File: src/rtl/serial_sub.sv
// Bit-serial subtractor: D = A - B - BIN computed LSB first over WIDTH cycles.
// Define SERIAL_SUB_OVF_EN to add the two's-complement overflow output OVF.
module serial_sub #(
    parameter int WIDTH = 8,
    parameter int CNT_W = 4
) (
    input  logic             CLK,
    input  logic             RST_N,
    input  logic             START,
    input  logic [WIDTH-1:0] A,
    input  logic [WIDTH-1:0] B,
    input  logic             BIN,
    output logic             BUSY,
    output logic             DONE,
    output logic [WIDTH-1:0] D,
    output logic             BOUT
`ifdef SERIAL_SUB_OVF_EN
    ,
    output logic             OVF
`endif
);

    localparam logic [1:0] ST_IDLE = 2'd0;
    localparam logic [1:0] ST_RUN  = 2'd1;
    localparam logic [1:0] ST_DONE = 2'd2;

    logic [1:0]       state;
    logic [WIDTH-1:0] sa;
    logic [WIDTH-1:0] sb;
    logic [WIDTH-1:0] d_q;
    logic [CNT_W-1:0] cnt;
    logic             br;
    logic             bout_q;

    logic a_bit;
    logic b_bit;
    logic d_bit;
    logic br_next;
    logic last;

    // One full-subtractor cell fed by the shift-register LSBs.
    assign a_bit   = sa[0];
    assign b_bit   = sb[0];
    assign d_bit   = a_bit ^ b_bit ^ br;
    assign br_next = (~a_bit & b_bit) | (~(a_bit ^ b_bit) & br);
    assign last    = (cnt == CNT_W'(WIDTH - 1));

    always_ff @(posedge CLK or negedge RST_N) begin
        if (!RST_N) begin
            state  <= ST_IDLE;
            sa     <= '0;
            sb     <= '0;
            d_q    <= '0;
            cnt    <= '0;
            br     <= 1'b0;
            bout_q <= 1'b0;
        end else begin
            case (state)
                // DONE accepts a new START just like IDLE, so runs can be back-to-back.
                ST_IDLE, ST_DONE: begin
                    if (START) begin
                        sa    <= A;
                        sb    <= B;
                        br    <= BIN;
                        cnt   <= '0;
                        d_q   <= '0;
                        state <= ST_RUN;
                    end
                end
                ST_RUN: begin
                    br  <= br_next;
                    sa  <= sa >> 1;
                    sb  <= sb >> 1;
                    d_q <= {d_bit, d_q[WIDTH-1:1]};
                    cnt <= cnt + CNT_W'(1);
                    if (last) begin
                        state  <= ST_DONE;
                        bout_q <= br_next;
                    end
                end
                default: state <= ST_IDLE;
            endcase
        end
    end

`ifdef SERIAL_SUB_OVF_EN
    logic a_msb;
    logic b_msb;
    logic ovf_q;

    // The final d_bit is the result MSB, so overflow resolves on the last RUN edge.
    always_ff @(posedge CLK or negedge RST_N) begin
        if (!RST_N) begin
            a_msb <= 1'b0;
            b_msb <= 1'b0;
            ovf_q <= 1'b0;
        end else if ((state == ST_IDLE || state == ST_DONE) && START) begin
            a_msb <= A[WIDTH-1];
            b_msb <= B[WIDTH-1];
        end else if (state == ST_RUN && last) begin
            ovf_q <= (a_msb ^ b_msb) & (a_msb ^ d_bit);
        end
    end

    assign OVF = ovf_q;
`endif

    assign BUSY = (state == ST_RUN);
    assign DONE = (state == ST_DONE);
    assign D    = d_q;
    assign BOUT = bout_q;

endmodule

File: config.mk
export PLATFORM = sky130hd
export DESIGN_NAME = serial_sub
export DESIGN_NICKNAME = d
export VERILOG_FILES = /design/src/rtl/serial_sub.sv
export SDC_FILE = /design/constraint.sdc
export NUM_CORES = 1
export LEC_CHECK = 0
export ABC_AREA = 1
export CORE_MARGIN = 3
export CORE_UTILIZATION = 50
export DETAILED_ROUTE_END_ITERATION = 16
export GPL_ROUTABILITY_DRIVEN = 0
export PLACE_DENSITY = 0.81
export SYNTH_ARGS = -nofsm -noshare
export SYNTH_HDL_FRONTEND = slang
export SYNTH_SLANG_ARGS = --single-unit
export TNS_END_PERCENT = 100
File: constraint.sdc
create_clock -name CLK -period 1.5 [get_ports CLK]
set_clock_uncertainty 0.2 [all_clocks]
set_input_delay 0.3 -clock CLK [delete_from_list [all_inputs] [get_ports CLK]]
set_output_delay 0.3 -clock CLK [all_outputs]
set_load 0.03 [all_outputs]
==> metrics.txt, run 1 <==
root buf cell clkbuf_4; IO buf count 30; synth unique cells 19; Final TNS setup -0.108 ns; GRT Total Usage between 10% and 20%; HP Class in2async; die area roughly 3700 um2; TritonCTS clock tree done; synthesized area roughly 1500 um2; DR WL/cell around 11 um; Nets between 200 and 300; WP buf/inv 2; status finished with violations; Final period util 104%; synthesis-to-layout area growth 31.1%; Sw Pwr between 1500 and 2000 uW; crit path DAT 1.06 ns; final worst slack -0.0605 ns; Gate Count Post-Synth 190; Pins Over Slew Limit 0; Post-DRT Antenna Nets 0; met1 WL 1.25 mm; Final Setup Violations 2; cell taking the most area after synthesis dfrtp_1; Setup CP Type reg2out; crit-path leading delay family flip-flops; grt total ovfl 0; internal power roughly 2400 uW; Leak ~0.0011 uW; I/O pin total 31; crit start category register; power share of the combinational group between 40% and 50%; Final Hold Vio Count 0; final WL 2.83 mm; Hold WS between 0.1 and 0.15 ns; register area share after synthesis 53.5%; Worst VDD drop a little over 1 mV; FP Rows 19; Mapped Nets ~210; 1st-pass router iterations 4; Worst-path clk slew ~0.1 ns; initial core utilization between 50 and 60%; core box area about 2800 um2; met2 WL post-DR between 1 and 1.5 mm; Bufs on Longest Clock Path 2; TritonCTS buffer count 5; critical path's slowest cell dfrtp_2; Crit. End Element primary output; Initial DRC Count 39; RSZ-0062 raised after global routing true; Max Used Layer met4; max_cap viols 0; failing checks negative setup slack; WL met3 roughly 170 um; largest net degree at the start of global routing 33; Area contributors post-synth dfrtp_1 (54%), nand2_1 (24%), inv_1 (7.3%); crit-path max FO 3; Post-DP HPWL approximately 1.9 mm; Clk pwr share between 10% and 20%; final routed DRC violation total 0; Sink Count 32; Max-slew headroom 84.1%; Avg Synthesized Cell Area 7.88 um2; Die H 60.7 um; diode count 0; Pwr Density around 2100 nW/um2; Seq pwr share 36.2%; post-DR vias/cell 4.62; share of the synthesized area in the top cell type a little over half; first-pass GRT wire length 4.65 mm; CP Cell Sequence inv_2 > nor2_4 > buf_6; H-tree depth 2; synth warn 0; FF+latch count, synth 32; share of cells above drive strength 1 ~16%; initial antenna violation count 0; Die X roughly 61 um; min Tclk post-route roughly 1.6 ns; vias about 1200; switch share slightly above 40%; clk_lat worst skew around 0.33 ns; f_max about 640 MHz; required time of the critical path 1.00 ns; CP peak stage delay 0.43 ns; worst-margin pin slew 0.237 ns; # fillers 230; number of global-route vias before repair approximately 1100
==> state kept, by name (all words and copies together) (netlist names) <==
register	flops
BOUT	1
cnt	4
sb	8
state	2
sa	8
D	8
br	1
==> cell families after synthesis <==
| group | share of synthesized area (%) |
|---|---|
| compound gates | 3.93 |
| fa+ha+maj | 2.17 |
| buf+inv | 10.8 |
| flops | 53.5 |
| simple gates | 29.6 |
==> power groups by stage <==
stage                     combinational, uW  sequential (uW)  clock, uW
after floorplan                        1180             1630          0
after global placement                 1770             1490          0
after detailed placement               1860             1500          0
after CTS                              1920             1480        649
after global routing                   2230             1540        674
final                                  1980             1490        638
==> stage by stage <==
stage | instances | instance area, um2 | utilization, % | total power, uW | setup slack (ns)
6_report | 264 | 1960 | 69.9 | 4100 | -0.0605
5_1_grt | 264 | 1960 | 69.9 | 4440 | -0.112
4_1_cts | 261 | 1930 | 68.7 | 4050 | -0.0958
3_5_place_dp | 251 | 1830 | 65.3 | 3350 | -0.123
3_3_place_gp | 251 | 1830 | 65.3 | 3260 | -0.0971
2_1_floorplan | 190 | 1500 | - | 2810 | 0.138
==> cell usage in the layout (no fill, tap or decap), types with 2 or more instances in the layout <==
cell,n
nand2_1,97
dfrtp_1,31
inv_1,28
clkdlybuf4s50_1,19
buf_4,13
o22ai_1,7
clkbuf_4,5
nand3_1,4
buf_2,3
buf_6,3
inv_2,2
nor2_4,2
nand2_4,2
nor2_1,2
o21ai_0,2
buf_12,2
==> timing repair <==
action / in CTS / in global routing
pin swaps: 1 / 1
setup endpoints to repair: 5 / 16
gates resized for setup: 18 / 7
hold buffers: 0 / 0
setup buffers: 2 / 3
hold endpoints to repair: 0 / 0
==> synthesized netlist by cell type <==
cell type	n
nand2_1	97
dfrtp_1	32
inv_1	29
o22ai_1	7
nand3_1	4
buf_4	3
nor2_1	3
buf_6	2
inv_2	2
o21ai_0	2
a21oi_1	1
fa_1	1
ha_1	1
nand2_2	1
nand2_4	1
nand4_1	1
nor2_2	1
nor2_4	1
or2_2	1
==> cell type report <==
| type | count | area, um2 | share of cell area (%) |
|---|---|---|---|
| tap | 31 | 38.8 | 1.98 |
| multi-input combinational | 122 | 547 | 27.9 |
| clock inverter | 2 | 35.0 | 1.79 |
| clock buffer | 6 | 41.3 | 2.10 |
| sequential | 32 | 802 | 40.9 |
| inverter | 31 | 121 | 6.19 |
| timing repair buffer | 40 | 377 | 19.2 |
==> routing by layer <==
layer | track usage [%] | up-vias
met5 | 0 | -
met4 | 8.67 | 0
met3 | 4.68 | 7
met2 | 27.9 | 37
met1 | 21.2 | 529
li1 | - | 646
==> path summary, 6_finish.rpt <==
check | to | slack (ns) | from | cells past startpoint
setup / recovery | BUSY | -0.06 | state[0] | 3
hold / removal | D[5] | 0.12 | RST_N | 2
setup reg to reg | BOUT | 0.08 | cnt[0] | 6
hold reg to reg | sa[7] | 0.28 | sa[7] | 2
max in group asynchronous | state[0] | 0.80 | RST_N | 2
min in group CLK | sa[7] | 0.28 | sa[7] | 2
(Power assumes the default switching activity.)
==> inputs of run 2 (changes only) <==
==> constraint.sdc (replaced) <==
create_clock -name CLK -period 1.5 [get_ports CLK]
set_clock_uncertainty 0.2 [all_clocks]
set_input_delay 0.225 -clock CLK [delete_from_list [all_inputs] [get_ports CLK]]
set_output_delay 0.225 -clock CLK [all_outputs]
set_load 0.03 [all_outputs]
==> metrics.txt, run 2 (synthesis results as in run 1) <==
origin of the worst setup path state[0]; first-pass GRT wire length 4.86 mm (+4.5%); Final Setup Violations 1 (-1); crit start category register; I/O pin total 31 (unchanged); clk_lat worst skew 0.32 ns (about the same); initial antenna violation count 0 (unchanged); post-DR vias/cell 4.69 (+1.6%); Post-DP HPWL 1.88 mm (-3.4%); TritonCTS buffer count 5 (unchanged); FP Rows 19 (unchanged); Setup CP Type reg2out; Worst VDD drop 0.923 mV (-8.7%); crit-path max FO 4 (+1); 1st-pass router iterations 4 (unchanged); Bufs on Longest Clock Path 2 (unchanged); # fillers 232 (+0.87%); worst-margin pin slew 0.229 ns (-0.00890 ns); FF-to-FF End D[1]; placed inst area 1870 um2 (+1.9%); min Tclk post-route 1.50 ns (-0.0567 ns); required time of the critical path 1.07 ns (+0.07 ns); RSZ-0062 raised after global routing true; failing checks negative setup slack; Final Instance Area 1960 um2 (-0.19%); Pins Over Slew Limit 0 (unchanged); Sink Count 32 (unchanged); Pwr Density 2040 nW/um2 (-2.6%); crit path DAT 1.08 ns (+0.02 ns); root buf cell clkbuf_4; commonest cells after routing, fill and taps aside nand2_1 (97), dfrtp_1 (31), inv_1 (28), clkdlybuf4s50_1 (19); core box area 2810 um2 (unchanged); hold buffers post-CTS 0 (unchanged); max_cap viols 0 (unchanged); Worst R2R Setup Slack 0.03 ns (-0.05 ns); Post-DRT Antenna Nets 0 (unchanged); diode count 0 (unchanged); Initial DRC Count 38 (-2.6%); Max-slew headroom 84.7% (+0.60 points); vias 1238 (+1.6%); H-tree depth 2 (unchanged); largest net degree at the start of global routing 33 (unchanged); Final period util 100% (-3.8 points); share of cells above drive strength 1 15.9% (-0.43 points); R2R depth 5 (-1); Leak 0.00107 uW (-1.2%); Die H 60.7 um (unchanged); DR WL/cell 10.8 um (+0.46%); GRT Total Usage 18.0% (+0.72 points); number of global-route vias before repair 1163 (+5.9%); die area 3690 um2 (unchanged); Crit. End Element primary output; final WL 2.85 mm (+0.46%); status finished with violations; HP Class in2async; Final Hold Vio Count 0 (unchanged); Die X 60.7 um (unchanged); IO buf count 30 (unchanged); FF-to-FF Start state[0]; synthesis-to-layout area growth 30.9%; initial core utilization 53.3% (unchanged); commonest non-fill, non-tap cell in the layout nand2_1; Nets 254 (unchanged); crit path to BUSY; grt total ovfl 0 (unchanged); TritonCTS clock tree done; f_max 665 MHz (+3.8%); Final TNS setup -0.00374 ns (+0.104 ns); Worst-path clk slew 0.10 ns (about the same); final routed DRC violation total 0 (unchanged); final worst slack -0.00374 ns (+0.0567 ns)
## run 2: how the worst min path moves through the flow
stage / end
2_1_floorplan: BOUT
3_3_place_gp: sb[7]
3_5_place_dp: sb[7]
4_1_cts: D[1]
5_1_grt: D[1]
6_report: D[0]
## run 2: layout make-up
type	instances	area, um2	area share (%)
sequential	32	802	41.0
multi-input combinational	122	542	27.7
timing repair buffer	40	395	20.2
inverter	31	121	6.20
clock buffer	8	58.8	3.00
tap	31	38.8	1.98
## run 2: timing repair
action	4_1_cts	5_1_grt
pin swaps	1	0
setup buffers	4	0
setup endpoints to repair	11	28
gates resized for setup	26	10
## run 2: where the power goes
group	switching (uW)	internal, uW
clock network	276	231
logic	1170	815
registers	242	1250
## run 2: per-layer routing
metal	vias up	share of wire [%]	track usage [%]
li1	652	-	-
met4	0	1.4	5.26
met2	27	50	32.2
met1	555	45	20.2
met3	4	4.3	5.96
met5	-	0	0
## run 2: stage by stage
step / utilization, % / hold slack (ns) / setup WS, ns / total power (uW) / cells
after floorplan: - / -0.271 / 0.191 / 2810 / 190
after global placement: 66.6 / 0.256 / -0.0202 / 3350 / 252
after detailed placement: 66.6 / 0.259 / -0.0470 / 3410 / 252
after CTS: 70.3 / 0.0509 / -0.0141 / 3990 / 264
after global routing: 69.8 / 0.0555 / -0.0594 / 4360 / 264
final: 69.8 / 0.0527 / -0.00374 / 3990 / 264
## run 2: critical path: stages (launching register included)
cell and delay, ns:
dfrtp_2 0.43, inv_2 0.07, nor2_4 0.12, buf_6 0.14
